[src/rtl/mux_sel_arbiter.sv]
// mux_sel_arbiter
//   Round-robin arbiter and select sequencer for a 4-to-1 x DW-bit lane mux.
//   One requester owns the output lane at a time. Under contention an owner
//   is preempted after HOLD_CYCLES consecutive grant cycles. A manual mode
//   hands the select over to board switches. The mux select, the grant and
//   the selected lane data are all registered and aligned to the same cycle.
//
// Ports
//   clk         system clock
//   rst         asynchronous active-high reset
//   req         level request per requester
//   data_in     packed lanes, lane i = data_in[DW*i +: DW]
//   manual_en   manual override enable
//   manual_sel  manual select value
//   sel         registered mux select
//   grant       registered one-hot grant, zero when nobody owns the lane
//   dout        registered selected lane
//   dout_valid  dout carries data from a granted or manual lane
//   busy        arbiter is in GRANT
module mux_sel_arbiter #(
   parameter int NREQ        = 4,
   parameter int DW          = 2,
   parameter int HOLD_CYCLES = 4
) (
   input  logic               clk,
   input  logic               rst,
   input  logic [NREQ-1:0]    req,
   input  logic [NREQ*DW-1:0] data_in,
   input  logic               manual_en,
   input  logic [1:0]         manual_sel,
   output logic [1:0]         sel,
   output logic [NREQ-1:0]    grant,
   output logic [DW-1:0]      dout,
   output logic               dout_valid,
   output logic               busy
);

   typedef enum logic [1:0] {IDLE, GRANT, MANUAL} state_t;

   localparam bit         HOLD_OK  = (HOLD_CYCLES >= 1) && (HOLD_CYCLES <= 15) && (NREQ == 4);
   localparam logic [3:0] HOLD_MAX = 4'(HOLD_CYCLES - 1);

   state_t     state, state_n;
   logic [1:0] owner, owner_n;
   logic [1:0] ptr, ptr_n;
   logic [3:0] hold_cnt, hold_n;
   logic [1:0] sel_n;
   logic [NREQ-1:0] grant_n;
   logic [NREQ-1:0] others;
   logic [DW-1:0]   dout_n;
   logic            active_n;

   // Packed view of the lanes: lane[i] is data_in[DW*i +: DW].
   logic [NREQ-1:0][DW-1:0] lane;
   assign lane = data_in;

   function automatic logic [NREQ-1:0] onehot(input logic [1:0] idx);
      return {{(NREQ-1){1'b0}}, 1'b1} << idx;
   endfunction

   // First requester at or after p, wrapping modulo 4.
   function automatic logic [1:0] pick(input logic [NREQ-1:0] r, input logic [1:0] p);
      logic [1:0] idx;
      logic [1:0] res;
      logic       found;
      res   = p;
      found = 1'b0;
      for (int k = 0; k < NREQ; k++) begin
         idx = p + 2'(k);
         if (!found && r[idx]) begin
            res   = idx;
            found = 1'b1;
         end
      end
      return res;
   endfunction

   assign others = req & ~onehot(owner);

   always_comb begin
      state_n = state;
      owner_n = owner;
      ptr_n   = ptr;
      hold_n  = hold_cnt;
      case (state)
         IDLE: begin
            if (manual_en) begin
               state_n = MANUAL;
            end else if (|req) begin
               state_n = GRANT;
               owner_n = pick(req, ptr);
               hold_n  = 4'd0;
            end
         end
         GRANT: begin
            if (manual_en) begin
               state_n = MANUAL;
            end else if (!req[owner]) begin
               // Release: rotation resumes just past the old owner, and a
               // waiting requester takes over on this same edge.
               ptr_n = owner + 2'd1;
               if (|req) begin
                  owner_n = pick(req, owner + 2'd1);
                  hold_n  = 4'd0;
               end else begin
                  state_n = IDLE;
               end
            end else if (|others) begin
               if (hold_cnt == HOLD_MAX) begin
                  ptr_n   = owner + 2'd1;
                  owner_n = pick(others, owner + 2'd1);
                  hold_n  = 4'd0;
               end else begin
                  hold_n = hold_cnt + 4'd1;
               end
            end else if (hold_cnt != HOLD_MAX) begin
               // Sole requester keeps the lane; count saturates.
               hold_n = hold_cnt + 4'd1;
            end
         end
         MANUAL: begin
            if (!manual_en) state_n = IDLE;
         end
         default: state_n = IDLE;
      endcase

      case (state_n)
         GRANT:   sel_n = owner_n;
         MANUAL:  sel_n = manual_sel;
         default: sel_n = sel;
      endcase

      grant_n  = (state_n == GRANT) ? onehot(owner_n) : '0;
      active_n = (state_n != IDLE);
      dout_n   = active_n ? lane[sel_n] : '0;
   end

   always_ff @(posedge clk or posedge rst) begin
      if (rst) begin
         state      <= IDLE;
         owner      <= 2'd0;
         ptr        <= 2'd0;
         hold_cnt   <= 4'd0;
         sel        <= 2'd0;
         grant      <= '0;
         dout       <= '0;
         dout_valid <= 1'b0;
      end else begin
         state      <= state_n;
         owner      <= owner_n;
         ptr        <= ptr_n;
         hold_cnt   <= hold_n;
         sel        <= sel_n;
         grant      <= grant_n;
         dout       <= dout_n;
         dout_valid <= active_n;
      end
   end

   assign busy = (state == GRANT);

   hold_range_a: assert property (@(posedge clk) disable iff (rst) HOLD_OK)
      else $error("mux_sel_arbiter: HOLD_CYCLES must be 1..15 and NREQ must be 4");

endmodule

[config.mk]
export PLATFORM = sky130hd
export DESIGN_NAME = mux_sel_arbiter
export DESIGN_NICKNAME = d
export VERILOG_FILES = /design/src/rtl/mux_sel_arbiter.sv
export SDC_FILE = /design/constraint.sdc
export NUM_CORES = 1
export LEC_CHECK = 0
export ABC_AREA = 1
export CORE_ASPECT_RATIO = 0.8
export CORE_MARGIN = 3
export CORE_UTILIZATION = 30
export CTS_BUF_LIST = sky130_fd_sc_hd__clkbuf_16
export DETAILED_ROUTE_END_ITERATION = 12
export PLACE_DENSITY = 0.6
export SYNTH_ARGS = -nofsm -noshare
export SYNTH_HDL_FRONTEND = slang
export SYNTH_SLANG_ARGS = --single-unit
[constraint.sdc]
create_clock -name clk -period 3.9 [get_ports clk]
set_input_delay 0.585 -clock clk [delete_from_list [all_inputs] [get_ports clk]]
set_output_delay 0.585 -clock clk [all_outputs]
set_load 0.1 [all_outputs]
==> flow_summary.yaml <==
timing:
  drv_slew: 0
  rsz0062_at_grt: "no"
  worstMarginPinSlew_ns: 0.976
  finalHoldViolCount: 0
  fin_setup_tns_ns: 0
  min_period_ns: 2.95
  finalSetupViolations: 0
  postLayoutSetupSlackWorst_ns: 0.947
  fin_crit_sh: 0.757
  timing.slew.headroom: 0.347
  fin_skew_ns: 0.00307
  clock.fmax_mhz: 339
synthesis:
  syn_inst: 285
  synth_top_area_frac: 0.270
  synthAdderAreaFrac: 0.0569
  synth_compound_area_frac: 0.106
  synthTopCellsByArea: "dfrtp_1 27%, nand2_1 22%, nand3_1 12%"
  syn_area_sq_um: 1760
  yosys-mux-area-fraction: 0
  yosys_warnings: 0
  syn_nets: 310
  synth-seq-cells: 19
  synth_xor_xnor_area_share: 0.0199
  synth_seq_area_share: 0.270
  synth_top_family_by_area: "simple AND/OR/NAND/NOR gates"
  syn_area_per_cell_sq_um: 6.17
  synthDistinctLibCells: 33
  yosys.area_share.simple: 0.448
  netlist.top_cell.by_area: "dfrtp_1"
critical_path:
  path_max_fanout: 6
  crit_type: "input pin to register"
  cp.required_ns: 4.08
  regToRegStartpoint: "owner[1]$_DFF_PP0_"
  cp_data_arrival_time_ns: 3.13
  start_kind: "input pin"
  r2r_end: "dout[0]$_DFF_PP0_"
  r2r_slack_ns: 1.01
  r2r_cells: 21
  endpoint_kind: "register"
cells_and_area:
  drive_gt1_frac: 0.0804
  syn_to_final_growth_pct: 23.0
  layout_commonest_cell: "nand2_1"
  layout.nets: 337
  mostFrequentLayoutCells: "105 x nand2_1, 41 x nand3_1, 28 x inv_1"
  antenna_cells: 0
  design_area_sq_um: 2160
cts:
  path_clk_slew_ns: 0.05
  cts.sinks: 19
  cts_tree: "done"
  cts_htree_levels: 1
  post_cts_resized: 0
  post_cts_buffers: 0
  numCtsBuffers: 3
  cts_root_buffer: "clkbuf_16"
  clockBufferDepth: 2
  holdBufCountCts: 0
  clock_latency_ns: 0.25
worst_hold_path:
  worstHoldEndpoint: "hold_cnt[0]$_DFFE_PP0P_"
  min_path_type: "register to register"
  hp-start: "hold_cnt[0]$_DFFE_PP0P_"
  whs_path_depth: 1
placed_design:
  portBuffers: 26
  pre_cts_ws_ns: 0.727
  hpwl_mm: 3.60
  placed_area_sq_um: 2080
  gp_congestion: 0.840
floorplanning:
  dieArea_sq_um: 6820
  boundaryPins: 27
  fp.dieH_microns: 74.5
  initial_utilization: 0.317
  core_area_sq_um: 5560
  num_rows: 24
  fp.dieW_microns: 91.6
pwr:
  irDropWorstVdd_mv: 0.255
  p_leak_nw: 1.10
  power.density_nw_per_um2: 769
global_route:
  grt_pass1_vias: 1646
  grt_max_degree: 20
  track_usage: 0.135
  grt_first_pass_wirelength_mm: 7.55
  gr-total-overflow: 0
  antenna_found_initial: 0
detailed_routing:
  routedWlPerCell_microns: 11.4
  drt_iter0_drc: 248
  vias: 1866
  via_per_inst: 4.80
  drc_errors: 0
  drt_pass1_iterations: 4
  ant_nets: 0
  wirelength_mm: 4.45
job:
  maxCapViolations: 0
status:
  status: "complete, no violations"
[state kept, by name, indices dropped and copies added (netlist names)]
register and cells:
state 2, ptr 2, grant 4, owner 2
hold_cnt 4, sel 2, dout 2, dout_valid 1
[metal layers]
layer,vias up,GRT usage,routed length [microns]
met4,0,0.0100,0
met5,-,0,0
met3,0,0.0263,282
li1,968,-,-
met2,53,0.219,2010
met1,845,0.194,2160
[layout make-up]
cell class,instances,area (sq um)
inverter,33,126
tap,78,97.6
sequential,19,475
timing repair buffer,28,275
clock inverter,1,5.00
fill,586,3390
clock buffer,3,75.1
multi-input combinational,227,1110
[how the worst max path moves through the flow]
stage / from / end / depth (start not counted)
6_report: req[1] / dout[0]$_DFF_PP0_ / 13
2_1_floorplan: state[1]$_DFF_PP0_ / dout[0]$_DFF_PP0_ / 8
5_1_grt: owner[1]$_DFF_PP0_ / dout[0]$_DFF_PP0_ / 21
3_3_place_gp: req[1] / dout[0]$_DFF_PP0_ / 13
4_1_cts: req[1] / dout[0]$_DFF_PP0_ / 13
3_5_place_dp: req[1] / dout[0]$_DFF_PP0_ / 13
[power by group]
part           total (W)  internal (W)  switching [W]
combinational    0.00117      0.000364       0.000802
clock           0.000207      0.000137      0.0000695
sequential      0.000292      0.000240      0.0000519
[critical path, stage by stage]
cell and delay, ns:
clkdlybuf4s50_1 0.55, inv_2 0.16, nand2_1 0.07, nor3_2 0.35
nor2_1 0.19, o21ai_0 0.20, ha_1 0.32, or2_2 0.34
nand2_4 0.11, nand2_1 0.05, nand2_1 0.07, nor2_1 0.04
nor2_1 0.09
[cell usage after synthesis, drive strengths merged]
cell,instances
xor2,3
nand4,1
o21a,1
nand3,42
nor2,23
o21ai,16
buf,5
a21oi,10
o22ai,2
a31oi,1
inv,33
nor3,2
or2,2
a22oi,1
clkbuf,1
a21boi,1
ha,8
nor4,1
dfrtp,19
xnor2,1
nand2,111
o211ai,1
[cells by family (layout without fill, tap and decap cells)]
logic type               after synthesis  count (layout)
AND/OR/NAND/NOR                      182             182
buffers and inverters                 39              65
AO/OA/AOI/OAI                         33              33
flip-flops                            19              19
adder cells (fa/ha/maj)                8               8
XOR/XNOR                               4               4
[stage by stage]
step,power [W],instances,hold WS [ns],utilization
after CTS,0.00167,389,0.503,0.390
final,0.00166,389,0.506,0.390
after global routing,0.00185,389,0.563,0.390
after global placement,0.00145,385,0.503,0.375
after detailed placement,0.00145,385,0.495,0.375
after floorplan,0.00123,285,0.472,-
(Power assumes the default switching activity.)
